--- config.mk ---
export PLATFORM = sky130hd
export DESIGN_NAME = io_mmio_responder
export DESIGN_NICKNAME = d
export VERILOG_FILES = /design/src/rtl/io_mmio_responder.sv
export SDC_FILE = /design/constraint.sdc
export NUM_CORES = 1
export LEC_CHECK = 0
export ABC_AREA = 1
export BUFFER_PORTS_ARGS = -buffer_cell sky130_fd_sc_hd__buf_4
export CORE_UTILIZATION = 50
export CTS_BUF_LIST = sky130_fd_sc_hd__clkbuf_4
export DETAILED_ROUTE_END_ITERATION = 7
export PLACE_DENSITY = 0.74
export SLEW_MARGIN = 20
export SYNTH_ARGS = -nofsm -noshare
export SYNTH_HDL_FRONTEND = slang
export SYNTH_SLANG_ARGS = --single-unit
--- constraint.sdc ---
create_clock -name clk -period 4.8 [get_ports clk]
set_input_delay 0.48 -clock clk [delete_from_list [all_inputs] [get_ports clk]]
set_output_delay 0.48 -clock clk [all_outputs]
set_load 0.005 [all_outputs]
--- src/rtl/io_mmio_responder.sv ---
// io_mmio_responder: I/O-region load/store responder bridging the CPU to the
// UART tx/rx handshakes, a buffered RX FIFO and the cycle/instruction counters.
module io_mmio_responder #(
  parameter int RX_DEPTH = 4
) (
  input  logic        clk,
  input  logic        rst,
  input  logic [3:0]  io_trans,
  input  logic        io_recv,
  input  logic [31:0] addr,
  input  logic [31:0] wr_data,
  input  logic        instr_retire,
  output logic [31:0] rd_data,
  output logic [7:0]  uart_tx_data,
  output logic        uart_tx_valid,
  input  logic        uart_tx_ready,
  input  logic [7:0]  uart_rx_data,
  input  logic        uart_rx_valid,
  output logic        uart_rx_ready
);

  localparam int PW = (RX_DEPTH > 1) ? $clog2(RX_DEPTH) : 1;
  localparam int CW = PW + 1;

  localparam logic [7:0] OFF_STATUS = 8'h00;
  localparam logic [7:0] OFF_RXDATA = 8'h04;
  localparam logic [7:0] OFF_TXDATA = 8'h08;
  localparam logic [7:0] OFF_CYCLE  = 8'h10;
  localparam logic [7:0] OFF_INSTR  = 8'h14;
  localparam logic [7:0] OFF_CTRCLR = 8'h18;

  typedef enum logic {
    TX_EMPTY = 1'b0,
    TX_FULL  = 1'b1
  } tx_state_t;

  logic [7:0]  offset;
  logic        unused_bits;

  tx_state_t   tx_state_q, tx_state_d;
  logic [7:0]  tx_data_q, tx_data_d;

  logic [7:0]  rx_mem_q [RX_DEPTH];
  logic [7:0]  rx_mem_d [RX_DEPTH];
  logic [PW-1:0] rx_wr_ptr_q, rx_wr_ptr_d;
  logic [PW-1:0] rx_rd_ptr_q, rx_rd_ptr_d;
  logic [CW-1:0] rx_count_q, rx_count_d;

  logic [31:0] cycle_cnt_q, cycle_cnt_d;
  logic [31:0] instr_cnt_q, instr_cnt_d;
  logic [31:0] rd_data_q, rd_data_d;

  logic        tx_wr;
  logic        rx_full;
  logic        rx_nonempty;
  logic        rx_push;
  logic        rx_pop;
  logic        ctr_clr;
  logic [7:0]  rx_head;

  // Only the low byte of the address is decoded; upper data lanes are unused
  assign offset      = addr[7:0];
  assign unused_bits = ^{addr[31:8], wr_data[31:8]};

  assign rx_full     = (rx_count_q == CW'(RX_DEPTH));
  assign rx_nonempty = (rx_count_q != '0);
  assign rx_head     = rx_mem_q[rx_rd_ptr_q];

  assign tx_wr   = io_trans[0] && (offset == OFF_TXDATA);
  assign rx_push = uart_rx_valid && !rx_full;
  assign rx_pop  = io_recv && (offset == OFF_RXDATA) && rx_nonempty;
  assign ctr_clr = (io_trans != 4'b0000) && (offset == OFF_CTRCLR);

  assign uart_tx_valid = (tx_state_q == TX_FULL);
  assign uart_tx_data  = tx_data_q;
  assign uart_rx_ready = !rx_full;
  assign rd_data       = rd_data_q;

  // TX holding register: a write is only taken while empty, so a write that
  // coincides with the draining handshake is dropped.
  always_comb begin
    tx_state_d = tx_state_q;
    tx_data_d  = tx_data_q;
    case (tx_state_q)
      TX_EMPTY: begin
        if (tx_wr) begin
          tx_state_d = TX_FULL;
          tx_data_d  = wr_data[7:0];
        end
      end
      TX_FULL: begin
        if (uart_tx_ready) begin
          tx_state_d = TX_EMPTY;
        end
      end
      default: tx_state_d = TX_EMPTY;
    endcase
  end

  // RX FIFO next state: push and pop may happen together, leaving the count alone
  always_comb begin
    rx_mem_d    = rx_mem_q;
    rx_wr_ptr_d = rx_wr_ptr_q;
    rx_rd_ptr_d = rx_rd_ptr_q;
    rx_count_d  = rx_count_q;
    if (rx_push) begin
      rx_mem_d[rx_wr_ptr_q] = uart_rx_data;
      rx_wr_ptr_d           = rx_wr_ptr_q + PW'(1);
    end
    if (rx_pop) begin
      rx_rd_ptr_d = rx_rd_ptr_q + PW'(1);
    end
    case ({rx_push, rx_pop})
      2'b10:   rx_count_d = rx_count_q + CW'(1);
      2'b01:   rx_count_d = rx_count_q - CW'(1);
      default: rx_count_d = rx_count_q;
    endcase
  end

  // Performance counters: a clear write wins over that cycle's increment
  always_comb begin
    cycle_cnt_d = cycle_cnt_q + 32'd1;
    instr_cnt_d = instr_cnt_q + {31'b0, instr_retire};
    if (ctr_clr) begin
      cycle_cnt_d = '0;
      instr_cnt_d = '0;
    end
  end

  // Load mux: captures pre-edge state on a read, otherwise holds
  always_comb begin
    rd_data_d = rd_data_q;
    if (io_recv) begin
      case (offset)
        OFF_STATUS: rd_data_d = {30'b0, rx_nonempty, !uart_tx_valid};
        OFF_RXDATA: rd_data_d = rx_nonempty ? {24'b0, rx_head} : 32'b0;
        OFF_CYCLE:  rd_data_d = cycle_cnt_q;
        OFF_INSTR:  rd_data_d = instr_cnt_q;
        default:    rd_data_d = 32'b0;
      endcase
    end
  end

  // State registers with asynchronous reset
  always_ff @(posedge clk or posedge rst) begin
    if (rst) begin
      tx_state_q  <= TX_EMPTY;
      tx_data_q   <= '0;
      rx_mem_q    <= '{default: '0};
      rx_wr_ptr_q <= '0;
      rx_rd_ptr_q <= '0;
      rx_count_q  <= '0;
      cycle_cnt_q <= '0;
      instr_cnt_q <= '0;
      rd_data_q   <= '0;
    end else begin
      tx_state_q  <= tx_state_d;
      tx_data_q   <= tx_data_d;
      rx_mem_q    <= rx_mem_d;
      rx_wr_ptr_q <= rx_wr_ptr_d;
      rx_rd_ptr_q <= rx_rd_ptr_d;
      rx_count_q  <= rx_count_d;
      cycle_cnt_q <= cycle_cnt_d;
      instr_cnt_q <= instr_cnt_d;
      rd_data_q   <= rd_data_d;
    end
  end

endmodule

; ---- Yosys cells after proc, flatten, opt, wreduce, memory -nomap -nowiden
; Index checks and enable logic that the tools add are counted.
[totals]
regBits = 144
inputBits = 82
output_inout_bits = 42
wordCells = 59
[classes]
n_addsub = 6
n_lt_le_gt_ge = 3
eq_ne = 8
n_mux = 14
bitwise = 3
n_reduce_logical = 13
[ops]
columns = cell, n
row1 = 32-bit case mux with 4 select lines, 1
row2 = 32-bit two-way mux, 2
row3 = 32-bit by 1-bit adder with 32-bit output, 1
row4 = "32-bit by 1-bit adder with 32-bit output, second input constant", 1
row5 = 32-bit bitwise mux, 1
row6 = 8-bit two-way mux, 4
row7 = "8-bit by 5-bit == test with 1-bit output, second input constant", 3
row8 = 8-bit binary-select mux with 2-bit select, 1
row9 = 8-bit demux with 2-bit select, 1
row10 = "8-bit by 3-bit == test with 1-bit output, second input constant", 1
row11 = "8-bit by 4-bit == test with 1-bit output, second input constant", 1
row12 = 8-bit logical NOT, 1
row13 = "3-bit >= comparator, second input constant", 2
row14 = 1-bit logical AND, 6
row15 = 2-bit NOT with 3-bit output, 2
row16 = 3-bit case mux with 2 select lines, 1
row17 = "2-bit by 1-bit adder with 2-bit output, second input constant", 2
row18 = 4-bit nonzero test, 1
row19 = "3-bit by 1-bit adder with 3-bit output, second input constant", 1
row20 = "3-bit == test, second input constant", 1
row21 = "3-bit by 1-bit less-than comparator with 1-bit output, second input constant", 1
row22 = 3-bit nonzero test, 1
row23 = "3-bit by 1-bit subtractor with 3-bit output, second input constant", 1
row24 = "2-bit by 1-bit == test with 1-bit output, second input constant", 1
row25 = other kinds (7), 9

; ---- Depth between registers and ports, before layout
[depth]
depth_word = 6
mapped_depth = 11
ltp_nobuf = 11

; ---- Worst setup path before layout
; OpenSTA, ideal clock, no wires.
[synth_path]
kind = input -> register
start = input port addr[3]
end = register rx_count_q[2]
setup_ns = 0.124
arrival_ns = 1.991
t_required_ns = 4.676
path_slack_ns = 2.684
stages = 11
n_path_buf = 0
cell_sequence = inv_2 nand2_2 nor2_8 nand2_4 nor3_4 ha_1 inv_1 fa_1 a21oi_1 o21ai_0 xnor2_1
[synth_via]
elab_chain_len = 5
word_cells_on_any_way = 7
cone_classes = eq/ne (3) / mux (1) / reduce/logical (3)
[synth_lines]
columns = element, line
row1 = from (decl), 10  ; input logic [31:0] addr,
row2 = 8-bit by 3-bit == test with 1-bit output (*), 71  ; assign rx_pop = io_recv && (offset == OFF_RXDATA) && rx_nonempty;
row3 = 1-bit logical AND (*) (2 in a row), 71
row4 = net rx_pop, 57  ; logic rx_pop;
row5 = 2-bit by 1-bit == test with 1-bit output / 2-bit == test (equally long branches), 113  ; case ({rx_push, rx_pop})
row6 = 3-bit case mux with 2 select lines / 2-bit nonzero test (equally long branches), n/a
row7 = to (signal assigned), 162  ; rx_count_q <= rx_count_d;
row8 = to (decl), 47  ; logic [CW-1:0] rx_count_q, rx_count_d;
; The timed path passes the listed nets; every way through them passes the cells marked *.
; A chain may end at the register's enable or synchronous reset.

; ---- Final worst setup path
[layout_path]
start = register rx_count_q[0]
end = register rx_count_q[1]
[layout_via]
word_cells_on_any_way = 11
cone_classes = add/sub (2) / eq/ne (3) / mux (1) / reduce/logical (5)
[layout_lines]
columns = element, line
row1 = 3-bit nonzero test (*), 66  ; assign rx_nonempty = (rx_count_q != '0);
row2 = 1-bit logical AND (*), 71
row3 = net rx_pop, 57
row4 = 2-bit by 1-bit == test with 1-bit output / 2-bit == test (equally long branches), 113
row5 = 3-bit case mux with 2 select lines / 2-bit nonzero test (equally long branches), n/a
; Marks and branches as above.

==> impl_summary.md <==
Outcome
The run finished with clean final reports.

Floorplanning
For this design the top-level I/O count stands at between 100 and 150. The core region is 15100 um^2. In this run the vertical extent of the chip is 126 um. Row generation in the floorplan step produced 45 rows. The floorplan step set the die width to approximately 130 um.

The effective utilization at floorplan is just over 50%. The floorplan die area is 16000 um^2.

Power and ir drop
For this design the ratio of total power to cell area is approximately 370 nW/um^2. Combinational cells account for 24.0% of the total power. The share of total power consumed by net switching is between 30% and 40%. Sequential cells account for between 50 and 60% of the total power. Across the VDD grid, the largest voltage drop is ~0.00024 V. For this design the total switching power over the nets is about 1.1 mW. Of the total power, the clock network draws 24.1%. Internal power comes to 2.05 mW.

In this run the static leakage power is 4.58 nW. The sum of internal, switching and leakage power is 3.20 mW.

Placement
The routability congestion estimate from global placement is just over 0.9. The standard cell area after detailed placement is 8380 um^2. Buffers placed on the I/O ports in this run total 75. After legalization and detailed placement, the total HPWL measured 13700 um.

Worst setup path
The setup slack on the worst flop-to-flop path is 2.60 ns. The highest net fanout along the worst path is 4. In this run the critical register-to-register path is captured at rx_count_q[1]$_DFFE_PP0P_.

Counting cells, the worst reg-to-reg path comes to 6. The launching point of the worst reg2reg path is rx_count_q[0]$_DFFE_PP0P_. The critical path endpoint category is a flip-flop. Data on the critical path is required at its endpoint by 5.31 ns. The worst setup path is of the flip-flop to flip-flop kind. The arrival time at the worst endpoint is between 2 and 3 ns. The critical path launch point type is a flip-flop.

Final layout
Of the cells placed in the final design, the portion with a size suffix greater than 1 is about 11%. The layout has 1428 filler cells. Relative to the synthesized area, the layout overhead comes to 12.0%. The leading cell type in the layout, fill and taps excluded is sky130_fd_sc_hd__nand2_1. The top cell types in the final layout, fill and taps aside, are sky130_fd_sc_hd__nand2_1, sky130_fd_sc_hd__nor2_1, sky130_fd_sc_hd__dfrtp_1. The area occupied by multi-input gates is ~3500 um^2. The post-route cell area is 8660 um^2. The area occupied by registers is 3600 um^2. The net count of the finished layout is 1227.

GRT
The pin count of the biggest net entering global routing is between 100 and 150. The aggregate global-route resource usage is 26.5%. The number of global-route vias before repair was 6843. The wire length of the first global-routing pass is 33100 um. The number of antenna violations at the first check in global routing came to 1. The total overflow left after global routing is 0.

Run
The max-capacitance violation count is 0.

Detailed routing
The post-detailed-route via-to-cell ratio is approximately 5.3. In this run the remaining antenna-violating nets after routing total 0. For this run, design rule violations remaining after detail routing come to 0.

The initial DRC count is 582. The routed design has 19400 um of wire. The average wire per standard cell is around 14 um. The count of TritonRoute iterations in the first routing pass is 5.

The total via count after detailed routing is 7051.

Clock network
The worst-skew pair later-pin latency is 0.58 ns. Clock tree synthesis inserted a total of 17 buffers. The TritonCTS clock tree is yes. In this run, post-CTS repair resized a total of 0 instances. The count of hold-fix buffers inserted at cts is 0.

The H-tree depth is 4. The count of clock tree sinks is 144. In this run the deepest clock path goes through 2 buffers. The post-CTS repair timing setup buffer count is 0.

After clock tree synthesis, the clock-pin slew on the worst setup and hold paths is 0.12 ns. The cell sitting at the root of the clock tree is a sky130_fd_sc_hd__clkbuf_4.

Yosys
Yosys attributes the largest share of cell area to sky130_fd_sc_hd__dfrtp_1, sky130_fd_sc_hd__nand2_1, sky130_fd_sc_hd__nor2_1, sky130_fd_sc_hd__inv_1, sky130_fd_sc_hd__o21ai_0. During synthesis, Yosys emitted a total of 0 warnings. For this run, the register share of the synthesized area comes to approximately 47%. In the synthesized netlist the async set-or-reset flop fraction comes to 100%. Counting flops and latches in the post-synthesis netlist gives 144. Synthesis produced 1068 cells. The per-instance average area after synthesis is 7.24 um^2. Among all flip-flop cells after synthesis, the most frequent one is sky130_fd_sc_hd__dfrtp_1. Yosys mapped a number of flops with a built-in enable equal to 0. Yosys mapped the design onto 39 distinct sky130hd cell types.

The number of nets in the synthesized netlist is 1159. The cell type with the largest total area after synthesis is sky130_fd_sc_hd__dfrtp_1. The top-area cell type share of the netlist area is 46.6%. Summing every instance area after synthesis gives 7730 um^2.

Timing
The total count of max-transition violations in the final report was 0. The worst path in the final design needs a cycle of 2.20 ns, including I/O delays and setup. The count of final setup violators is 0. The normalized max-slew margin is 33.8%. The highest clock rate is around 460 MHz. Setup repair after global routing left no endpoint under its margin. The accumulated negative setup slack is 0 ns. After layout, the worst path uses between 40% and 50% of the clock period. The clock arrives with 0.00949 ns of skew. The number of hold violations in the final report is 0. At the pin with the least slew margin, the transition time is 0.990 ns. The worst hold slack is approximately 0.067 ns.

Hold path
The min-delay analysis places its worst path in the category input port to async pin.
stage by stage:
stage	worst slack, ns	util, %	instances
final	2.60	57.1	1338
after global routing	2.47	57.1	1338
after CTS	2.57	57.1	1337
after detailed placement	2.06	55.3	1305
after global placement	2.10	55.3	1305
after floorplan	0.454	-	1068
power groups by stage:
stage	registers [mW]	clock network (mW)	logic [mW]
5_1_grt	1.70	0.836	0.913
4_1_cts	1.66	0.783	0.772
6_report	1.66	0.770	0.768
2_1_floorplan	1.62	0	0.623
3_3_place_gp	1.67	0	0.745
3_5_place_dp	1.68	0	0.769
cell type report:
cell class / instances / area share [%]
sequential: 144 / 41.6
antenna: 1 / 0.0289
inverter: 118 / 5.17
tap: 188 / 2.72
timing repair buffer: 77 / 6.68
clock inverter: 15 / 1.68
clock buffer: 17 / 1.47
multi-input combinational: 778 / 40.6
metal layers:
metal	part of all wire, %	track usage, %	wire length, um
met1	44	35.1	8610
met2	46	42.2	8920
met3	5.9	5.31	1150
met4	3.5	11.8	679
met5	0	0	0
synthesized netlist by cell type, types with 2 or more instances:
| cell | n |
|---|---|
| sky130_fd_sc_hd__a21oi_1 | 26 |
| sky130_fd_sc_hd__nor3_1 | 13 |
| sky130_fd_sc_hd__ha_1 | 8 |
| sky130_fd_sc_hd__nand2_2 | 2 |
| sky130_fd_sc_hd__clkbuf_1 | 5 |
| sky130_fd_sc_hd__nor2_1 | 162 |
| sky130_fd_sc_hd__and3_1 | 2 |
| sky130_fd_sc_hd__nor3_4 | 2 |
| sky130_fd_sc_hd__inv_2 | 2 |
| sky130_fd_sc_hd__nand2_4 | 7 |
| sky130_fd_sc_hd__nand4_1 | 3 |
| sky130_fd_sc_hd__xnor2_1 | 2 |
| sky130_fd_sc_hd__buf_1 | 2 |
| sky130_fd_sc_hd__o21ai_0 | 84 |
| sky130_fd_sc_hd__buf_4 | 4 |
| sky130_fd_sc_hd__buf_2 | 12 |
| sky130_fd_sc_hd__inv_1 | 115 |
| sky130_fd_sc_hd__dfrtp_1 | 144 |
| sky130_fd_sc_hd__o21ai_1 | 8 |
| sky130_fd_sc_hd__xor2_1 | 7 |
| sky130_fd_sc_hd__nand3_1 | 64 |
| sky130_fd_sc_hd__nand3b_1 | 2 |
| sky130_fd_sc_hd__nor2_2 | 3 |
| sky130_fd_sc_hd__nand2_1 | 355 |
| sky130_fd_sc_hd__o22ai_1 | 15 |
| sky130_fd_sc_hd__nor2_4 | 2 |
| sky130_fd_sc_hd__a21o_1 | 2 |
| sky130_fd_sc_hd__buf_6 | 4 |
registers in the layout (all words and copies together) (netlist names):
| signal | cells |
|---|---|
| cycle_cnt_q | 32 |
| instr_cnt_q | 32 |
| rd_data | 32 |
| rx_mem_q | 32 |
| uart_tx_data | 8 |
| rx_count_q | 3 |
| rx_rd_ptr_q | 2 |
| rx_wr_ptr_q | 2 |
| uart_tx_valid | 1 |
worst max-delay path, stage by stage (launching register included):
cell and delay, ns:
sky130_fd_sc_hd__dfrtp_1 0.43, sky130_fd_sc_hd__nor3_1 0.70, sky130_fd_sc_hd__nor3_4 0.13, sky130_fd_sc_hd__ha_1 0.22, sky130_fd_sc_hd__inv_1 0.09, sky130_fd_sc_hd__fa_1 0.40, sky130_fd_sc_hd__o21ai_0 0.15
how the worst max path moves through the flow:
stage | startpoint | endpoint | depth (start not counted) | slack [ns]
3_5_place_dp | addr[5] | cycle_cnt_q[4]$_DFF_PP0_ | 7 | 2.06
4_1_cts | rx_count_q[0]$_DFFE_PP0P_ | rx_count_q[1]$_DFFE_PP0P_ | 6 | 2.57
2_1_floorplan | rst | cycle_cnt_q[0]$_DFF_PP0_ | 1 | 0.45
3_3_place_gp | addr[5] | cycle_cnt_q[4]$_DFF_PP0_ | 7 | 2.10
5_1_grt | rx_count_q[0]$_DFFE_PP0P_ | rx_count_q[1]$_DFFE_PP0P_ | 6 | 2.47
6_report | rx_count_q[0]$_DFFE_PP0P_ | rx_count_q[1]$_DFFE_PP0P_ | 6 | 2.60
logic make-up (layout without fill, tap and decap cells):
kind of cell,count (synthesis),in the layout,share of synthesized area (%)
AND/OR/NAND/NOR,622,622,33.5
buffers and inverters,146,227,7.89
flip-flops,144,144,46.6
AO/OA/AOI/OAI,138,138,9.36
adder cells (fa/ha/maj),9,9,1.55
XOR/XNOR,9,9,1.02
other,0,1,0
Note: power is estimated with default switching activity, not from simulation.
